$ cat src/rtl/reg_watch_scanner_pkg.sv
// reg_watch_scanner_pkg
// Shared widths for the register-watch display front-end, plus a helper
// that sizes free-running counters from a cycle count.
package reg_watch_scanner_pkg;

    localparam int REG_NUM_WIDTH   = 5;
    localparam int DATA_WIDTH      = 32;
    localparam int SEG_WIDTH       = 7;
    localparam int DIGIT_COUNT     = 8;
    localparam int DIGIT_IDX_WIDTH = 3;
    localparam int NIBBLE_WIDTH    = 4;

    // A counter that spans 0..n-1 needs at least one bit even when n == 1.
    function automatic int cnt_width(input int n);
        return (n > 1) ? $clog2(n) : 1;
    endfunction

endpackage

$ cat src/rtl/reg_watch_scanner_hex7seg.sv
// hex7seg
// Combinational nibble to 7-segment encoder, active-low, segment order
// {g,f,e,d,c,b,a}. Shared with other display logic.
//   nibble_i : 4-bit value to show
//   seg_o    : active-low segment pattern
module hex7seg
    import reg_watch_scanner_pkg::*;
(
    input  logic [NIBBLE_WIDTH-1:0] nibble_i,
    output logic [SEG_WIDTH-1:0]    seg_o
);

    always_comb begin
        seg_o = 7'b1111111;
        case (nibble_i)
            4'h0: seg_o = 7'b1000000;
            4'h1: seg_o = 7'b1111001;
            4'h2: seg_o = 7'b0100100;
            4'h3: seg_o = 7'b0110000;
            4'h4: seg_o = 7'b0011001;
            4'h5: seg_o = 7'b0010010;
            4'h6: seg_o = 7'b0000010;
            4'h7: seg_o = 7'b1111000;
            4'h8: seg_o = 7'b0000000;
            4'h9: seg_o = 7'b0010000;
            4'hA: seg_o = 7'b0001000;
            4'hB: seg_o = 7'b0000011;
            4'hC: seg_o = 7'b1000110;
            4'hD: seg_o = 7'b0100001;
            4'hE: seg_o = 7'b0000110;
            4'hF: seg_o = 7'b0001110;
            default: seg_o = 7'b1111111;
        endcase
    end

endmodule

$ cat src/rtl/reg_watch_scanner.sv
// reg_watch_scanner
// Debug front-end for the CPU register watch port. Selects a register
// (auto dwell timer or manual step), captures its value live and shows it as
// 8 hex digits on a multiplexed active-low 7-segment display.
//   clk, reset  : clock, synchronous active-high reset
//   auto_en     : 1 = auto-advance on dwell timer, 0 = manual step mode
//   step        : debounced level, rising edge advances in manual mode
//   hold        : freezes register number, captured data and dwell timer
//   watch_num   : register number to the register file watch port
//   watch_data  : combinational read data from the watch port
//   an          : digit enables, active low, bit d = nibble d
//   seg         : segments {g,f,e,d,c,b,a}, active low
//   dp          : decimal point, active low (lit on digit 0 while held)
module reg_watch_scanner
    import reg_watch_scanner_pkg::*;
#(
    parameter int DWELL_CYCLES = 50_000_000,
    parameter int SCAN_CYCLES  = 100_000
)
(
    input  logic                     clk,
    input  logic                     reset,
    input  logic                     auto_en,
    input  logic                     step,
    input  logic                     hold,
    output logic [REG_NUM_WIDTH-1:0] watch_num,
    input  logic [DATA_WIDTH-1:0]    watch_data,
    output logic [DIGIT_COUNT-1:0]   an,
    output logic [SEG_WIDTH-1:0]     seg,
    output logic                     dp
);

    localparam int DWELL_W = cnt_width(DWELL_CYCLES);
    localparam int SCAN_W  = cnt_width(SCAN_CYCLES);
    localparam logic [DWELL_W-1:0] DWELL_LAST = DWELL_W'(DWELL_CYCLES - 1);
    localparam logic [SCAN_W-1:0]  SCAN_LAST  = SCAN_W'(SCAN_CYCLES - 1);

    logic [REG_NUM_WIDTH-1:0]   watch_num_q, watch_num_d;
    logic [DWELL_W-1:0]         dwell_q, dwell_d;
    logic [SCAN_W-1:0]          scan_q, scan_d;
    logic [DIGIT_IDX_WIDTH-1:0] digit_q, digit_d;
    logic [DATA_WIDTH-1:0]      cap_q, cap_d;
    logic                       step_q;
    logic                       step_rise;
    logic [DIGIT_COUNT-1:0]     an_q, an_d;
    logic [SEG_WIDTH-1:0]       seg_q, seg_d;
    logic                       dp_q, dp_d;
    logic [NIBBLE_WIDTH-1:0]    nibble;

    assign step_rise = step & ~step_q;

    // Register selection: hold freezes everything, auto mode runs the dwell
    // timer, manual mode keeps it cleared so re-entering auto starts a full
    // dwell period.
    always_comb begin
        watch_num_d = watch_num_q;
        dwell_d     = dwell_q;
        if (!hold) begin
            if (auto_en) begin
                if (dwell_q == DWELL_LAST) begin
                    dwell_d     = '0;
                    watch_num_d = watch_num_q + 5'd1;
                end else begin
                    dwell_d = dwell_q + 1'b1;
                end
            end else begin
                dwell_d = '0;
                if (step_rise) begin
                    watch_num_d = watch_num_q + 5'd1;
                end
            end
        end
    end

    assign cap_d = hold ? cap_q : watch_data;

    // Digit scan is independent of hold so the frozen value stays visible.
    always_comb begin
        scan_d  = scan_q + 1'b1;
        digit_d = digit_q;
        if (scan_q == SCAN_LAST) begin
            scan_d  = '0;
            digit_d = digit_q + 3'd1;
        end
    end

    assign nibble = cap_q[{digit_q, 2'b00} +: NIBBLE_WIDTH];

    hex7seg u_hex7seg (
        .nibble_i (nibble),
        .seg_o    (seg_d)
    );

    assign an_d = ~({{(DIGIT_COUNT-1){1'b0}}, 1'b1} << digit_q);
    assign dp_d = ~((digit_q == '0) & hold);

    always_ff @(posedge clk) begin
        if (reset) begin
            watch_num_q <= '0;
            dwell_q     <= '0;
            scan_q      <= '0;
            digit_q     <= '0;
            cap_q       <= '0;
            step_q      <= 1'b0;
            an_q        <= '1;
            seg_q       <= '1;
            dp_q        <= 1'b1;
        end else begin
            watch_num_q <= watch_num_d;
            dwell_q     <= dwell_d;
            scan_q      <= scan_d;
            digit_q     <= digit_d;
            cap_q       <= cap_d;
            step_q      <= step;
            an_q        <= an_d;
            seg_q       <= seg_d;
            dp_q        <= dp_d;
        end
    end

    assign watch_num = watch_num_q;
    assign an        = an_q;
    assign seg       = seg_q;
    assign dp        = dp_q;

endmodule

$ cat config.mk
export PLATFORM = sky130hd
export DESIGN_NAME = reg_watch_scanner
export DESIGN_NICKNAME = d
export VERILOG_FILES = /design/src/rtl/reg_watch_scanner_pkg.sv /design/src/rtl/reg_watch_scanner_hex7seg.sv /design/src/rtl/reg_watch_scanner.sv
export SDC_FILE = /design/constraint.sdc
export NUM_CORES = 1
export LEC_CHECK = 0
export CAP_MARGIN = 15
export CORE_MARGIN = 5
export CORE_UTILIZATION = 40
export DETAILED_ROUTE_END_ITERATION = 10
export GPL_ROUTABILITY_DRIVEN = 0
export HOLD_SLACK_MARGIN = 0.02
export PLACE_DENSITY = 0.69
export SETUP_SLACK_MARGIN = 0.05
export SLEW_MARGIN = 25
export SYNTH_ARGS = -nofsm -noshare
export SYNTH_HDL_FRONTEND = slang
export SYNTH_SLANG_ARGS = --single-unit
$ cat constraint.sdc
create_clock -name clk -period 5.6 [get_ports clk]
set_input_delay 1.12 -clock clk [delete_from_list [all_inputs] [get_ports clk]]
set_output_delay 1.12 -clock clk [all_outputs]
set_load 0.02 [all_outputs]
---- Yosys cells after proc, flatten, opt, wreduce, memory -nomap -nowiden ----
Memories as Yosys holds them, arrays and structs flattened. A register that Yosys moved wholly into a read port is not among the register bits.
Cells that the tools add are included.
storage, ports and cells
  latch bits .............................. 0
  output and inout bits ................... 21
  bits in writable memories ............... 0
  register bits after elaboration ......... 93
  memories kept ........................... 1
  memory bits (read-only) ................. 112
  logic and storage cells ................. 33
  bits of input ports ..................... 37
memory list
  name             depth  width  rd ports  clocked after memory_dff  wr ports  RTL line                         text
  (no name shown)  16     7      1         1                         0         reg_watch_scanner_hex7seg.sv:15  case (nibble_i)
cells by class
  equal/unequal tests ..................... 3
  muxes and demuxes ....................... 5
  reduce and logical (&&, ||, !) cells .... 4
  multipliers ............................. 0
  divide/modulo/power cells ............... 0
  $lt $le $gt $ge ......................... 0
  add/sub/neg operators ................... 4
  shift operators ......................... 2
  bitwise operators ....................... 6
operators by type and width
  operator               number
  $mux 26                2
  $shiftx 32x6->4        1
  $add 26x1->26 const B  1
  $eq 26x26->1 const B   1
  $add 17x1->17 const B  1
  $eq 17x17->1 const B   1
  $mux 5                 3
  $not 8->8              1
  $shl 1x3->8 const A    1
  $add 5x1->5 const B    1
  $add 3x1->3 const B    1
  $logic_not 3->1        1
  $not 1->1              3
  $reduce_and 3->1       1
  $and 1x1->1            2
  $ne 2x1->1 const B     1
  $reduce_bool 2->1      1
  $reduce_or 2->1        1

---- Depth between registers and ports, before layout ----
  depth after elaboration ................. 4
  depth in mapped cells ................... 9
  mapped depth without buffers ............ 8

---- Cells and area by module ----
From an unflattened synthesis, not the netlist that was laid out.
unflattened totals
  cells, all modules ...................... 483
  area, all modules ....................... 4658.2 sq um
modules (own cells, without submodules)
  module             area each (sq um)  sequential area each (sq um)  times used  cells each
  reg_watch_scanner  4383.0             2001.9                        1           451
  hex7seg            275.3              0.0                           1           32

---- Worst setup path after synthesis ----
Ideal clock, no wire load.
  kind .................................... input to register
  from .................................... input hold
  to ...................................... register dwell_q[20]
  data arrival time ....................... 2.502 ns
  cell stages on the path ................. 6
  path buffers ............................ 1
  data required time ...................... 5.530 ns
  path slack .............................. 3.028 ns
  setup time .............................. 0.070 ns
  cells stage by stage .................... clkbuf_1 -> and3b_1 -> nor2b_1 -> nand4_1 -> or3_1 -> a21oi_1
RTL lines
  what                  RTL line                  text
  from (decl)           reg_watch_scanner.sv:25   input logic hold,
  to (signal assigned)  reg_watch_scanner.sv:110  dwell_q <= dwell_d;
  to (decl)             reg_watch_scanner.sv:39   logic [DWELL_W-1:0] dwell_q, dwell_d;

==> impl_metrics.tcl <==
set metrics [dict create \
    fmax_mhz 354 \
    cts_tree "built" \
    clock_skew_ps 12.9 \
    final_cell_area_mm2 0.00527 \
    crit_type "input port to flip-flop" \
    area_delta_synth_final_pct 19.5 \
    synth-main-ff-cell "dfxtp_1" \
    total_power_mw 1.31 \
    wl_mm 8.64 \
    die_w_um 115 \
    yosys_warnings 0 \
    dp_hpwl_mm 6.31 \
    die_area_mm2 0.0132 \
    firstDrtPassIters 4 \
    diodes 0 \
    grt_max_degree 43 \
    yosys-top-cells-area "dfxtp_1, mux2i_1, nor2_1" \
    tightest_slew_ps 1000 \
    cts_buffer_depth 2 \
    layout_min_cycle_time_ps 2820 \
    wl_per_cell_um 13.3 \
    viasPerCell 5.00 \
    ios 58 \
    status "complete, no violations" \
    reg2reg_slack_ps 2890 \
    maxSlewHeadroom_pct 33.3 \
    crit_fanout 42 \
    critical_path_required_ps 5880 \
    ant_nets 0 \
    holdBufCountCts 0 \
    yosysMostFrequentCell "dfxtp_1" \
    ir_drop_v 0.000205 \
    post_cts_resized 0 \
    cp.arrival_ps 3110 \
    ys_seq_area_share_pct 45.5 \
    syn_area_mm2 0.00440 \
    drv_slew 0 \
    yosysTopAreaCell "dfxtp_1" \
    drv_cap 0 \
    finalCritPeriodShare_pct 50.4 \
    ff2ff_path_depth 7 \
    ys_types 49 \
    grt-ovfl-total 0 \
    place_ws_ps 2410 \
    cts_sinks 100 \
    io_buffer_count 57 \
    p_per_area_mw_per_mm2 249 \
    numCtsBuffers 9 \
    synthCells 454 \
    finalHoldViolCount 0 \
    drtIter0Drc 140 \
    initial_core_util_pct 40.8 \
    placed_area_mm2 0.00507 \
    synth_edf_count 0 \
    endpoint_kind "flip-flop" \
    hp-class "flip-flop to flip-flop" \
    fp.dieH_um 115 \
    finalSetupTns_ps 0 \
    rows 38 \
    h-tree-depth 3 \
    r2r_end "seg[5]$_SDFF_PP1_" \
    synth-seq-cells 100 \
    fillers 1021 \
    core_area_mm2 0.0108 \
    clk_pin_slew_ps 90 \
    crit_start "hold" \
    synthArstFlopShare_pct 0 \
    drc 0 \
    synth_top_cell_area_share_pct 45.5 \
    timing.rr.start "digit_q[1]$_SDFFE_PP0N_" \
    finalSetupViolCount 0 \
    cts_setup_buffers 0 \
    worst_slack_ps 2780 \
    grt_pass1_wl_mm 15.0 \
    syn-num-nets 505 \
    rsz0062_at_grt "no" \
    antenna_found_initial 0 \
    ys_top_cells_by_count "dfxtp_1, nor2_1, mux2i_1, nand2_1, xnor2_1" \
    clock-root-buffer "clkbuf_8" \
    grt_pass1_vias 3163 \
    nets 555 \
    syn_avg_cell_area_um2 9.70 \
    hold_ws_ps 466 \
    track_usage_pct 13.9 \
    cp-start-kind "input port" \
    crit_end "dwell_q[20]$_SDFFE_PP0N_" \
    via_count 3242 \
    insertion_delay_ps 360 \
    power_leakage_nw 2.02 \
    drive_gt1_share_pct 7.27 \
]
==> flip-flops by register name, indices dropped and copies added, names as in the netlist <==
name	cells
an	8
cap_q	32
digit_q	3
dp	1
dwell_q	26
scan_q	17
seg	7
step_q	1
watch_num	5
==> logic make-up (layout without fill, tap and decap cells) <==
| family | after synthesis | in the layout | share of synthesized area, % |
|---|---|---|---|
| flip-flops | 100 | 100 | 45.5 |
| AO/OA/AOI/OAI | 37 | 37 | 5.68 |
| adder cells (fa/ha/maj) | 14 | 14 | 3.98 |
| buffers and inverters | 31 | 86 | 2.87 |
| AND/OR/NAND/NOR | 186 | 186 | 20.9 |
| XOR/XNOR | 36 | 36 | 7.16 |
| multiplexers | 50 | 50 | 13.9 |
==> critical path, cell delays in order <==
cell and delay (ps):
buf_2 100, buf_4 300, and3b_1 310, nor2b_1 350, nand4_1 330, or3_1 430
a21oi_1 140
==> metal layers <==
layer	vias to the layer above	routed length (um)	global-route usage, %
li1	1663	-	-
met3	8	322	4.74
met2	54	4150	22.6
met5	-	0	0
met4	0	77	2.58
met1	1517	4090	18.2
==> stage by stage <==
stage | cells | utilization [%]
floorplan | 454 | -
global placement | 633 | 47.0
detailed placement | 633 | 47.0
CTS | 649 | 48.8
global route | 649 | 48.8
finish | 649 | 48.8
==> cell usage in the layout (no fill, tap or decap), types with 5 or more instances in the layout <==
cell type	Yosys	final
nand4_1	8	8
o21ai_0	10	10
nor2_1	89	89
nand3_1	13	13
and3_1	5	5
nor3_1	5	5
dfxtp_1	100	100
ha_1	14	14
a21oi_1	12	12
mux2i_1	40	40
xor2_1	16	16
clkdlybuf4s50_1	0	55
or3_1	7	7
clkbuf_8	0	12
inv_1	10	10
nand2_1	26	26
mux4_2	8	8
nor4_1	5	5
xnor2_1	20	20
nor2b_1	6	6
==> worst min path at each step <==
| stage | from | endpoint | cells after the start |
|---|---|---|---|
| 2_1_floorplan | scan_q[0]$_SDFF_PP0_ | scan_q[0]$_SDFF_PP0_ | 1 |
| 3_3_place_gp | scan_q[0]$_SDFF_PP0_ | scan_q[0]$_SDFF_PP0_ | 1 |
| 3_5_place_dp | scan_q[0]$_SDFF_PP0_ | scan_q[0]$_SDFF_PP0_ | 1 |
| 4_1_cts | scan_q[0]$_SDFF_PP0_ | scan_q[0]$_SDFF_PP0_ | 1 |
| 5_1_grt | scan_q[0]$_SDFF_PP0_ | scan_q[0]$_SDFF_PP0_ | 1 |
| 6_report | scan_q[0]$_SDFF_PP0_ | scan_q[0]$_SDFF_PP0_ | 1 |
==> where the power goes <==
part | internal [mW] | switching, mW
logic | 0.0643 | 0.0586
clock network | 0.203 | 0.240
registers | 0.733 | 0.0105
total | 1.00 | 0.309
==> layout make-up <==
cell class	count	area, um^2	share of cell area (%)
multi-input combinational	323	2280	43.2
sequential	100	2000	38.0
timing repair buffer	59	576	10.9
tap	140	175	3.33
clock buffer	13	169	3.21
inverter	11	41.3	0.784
clock inverter	3	26.3	0.499
No activity file was read; power rests on OpenSTA's default activity.
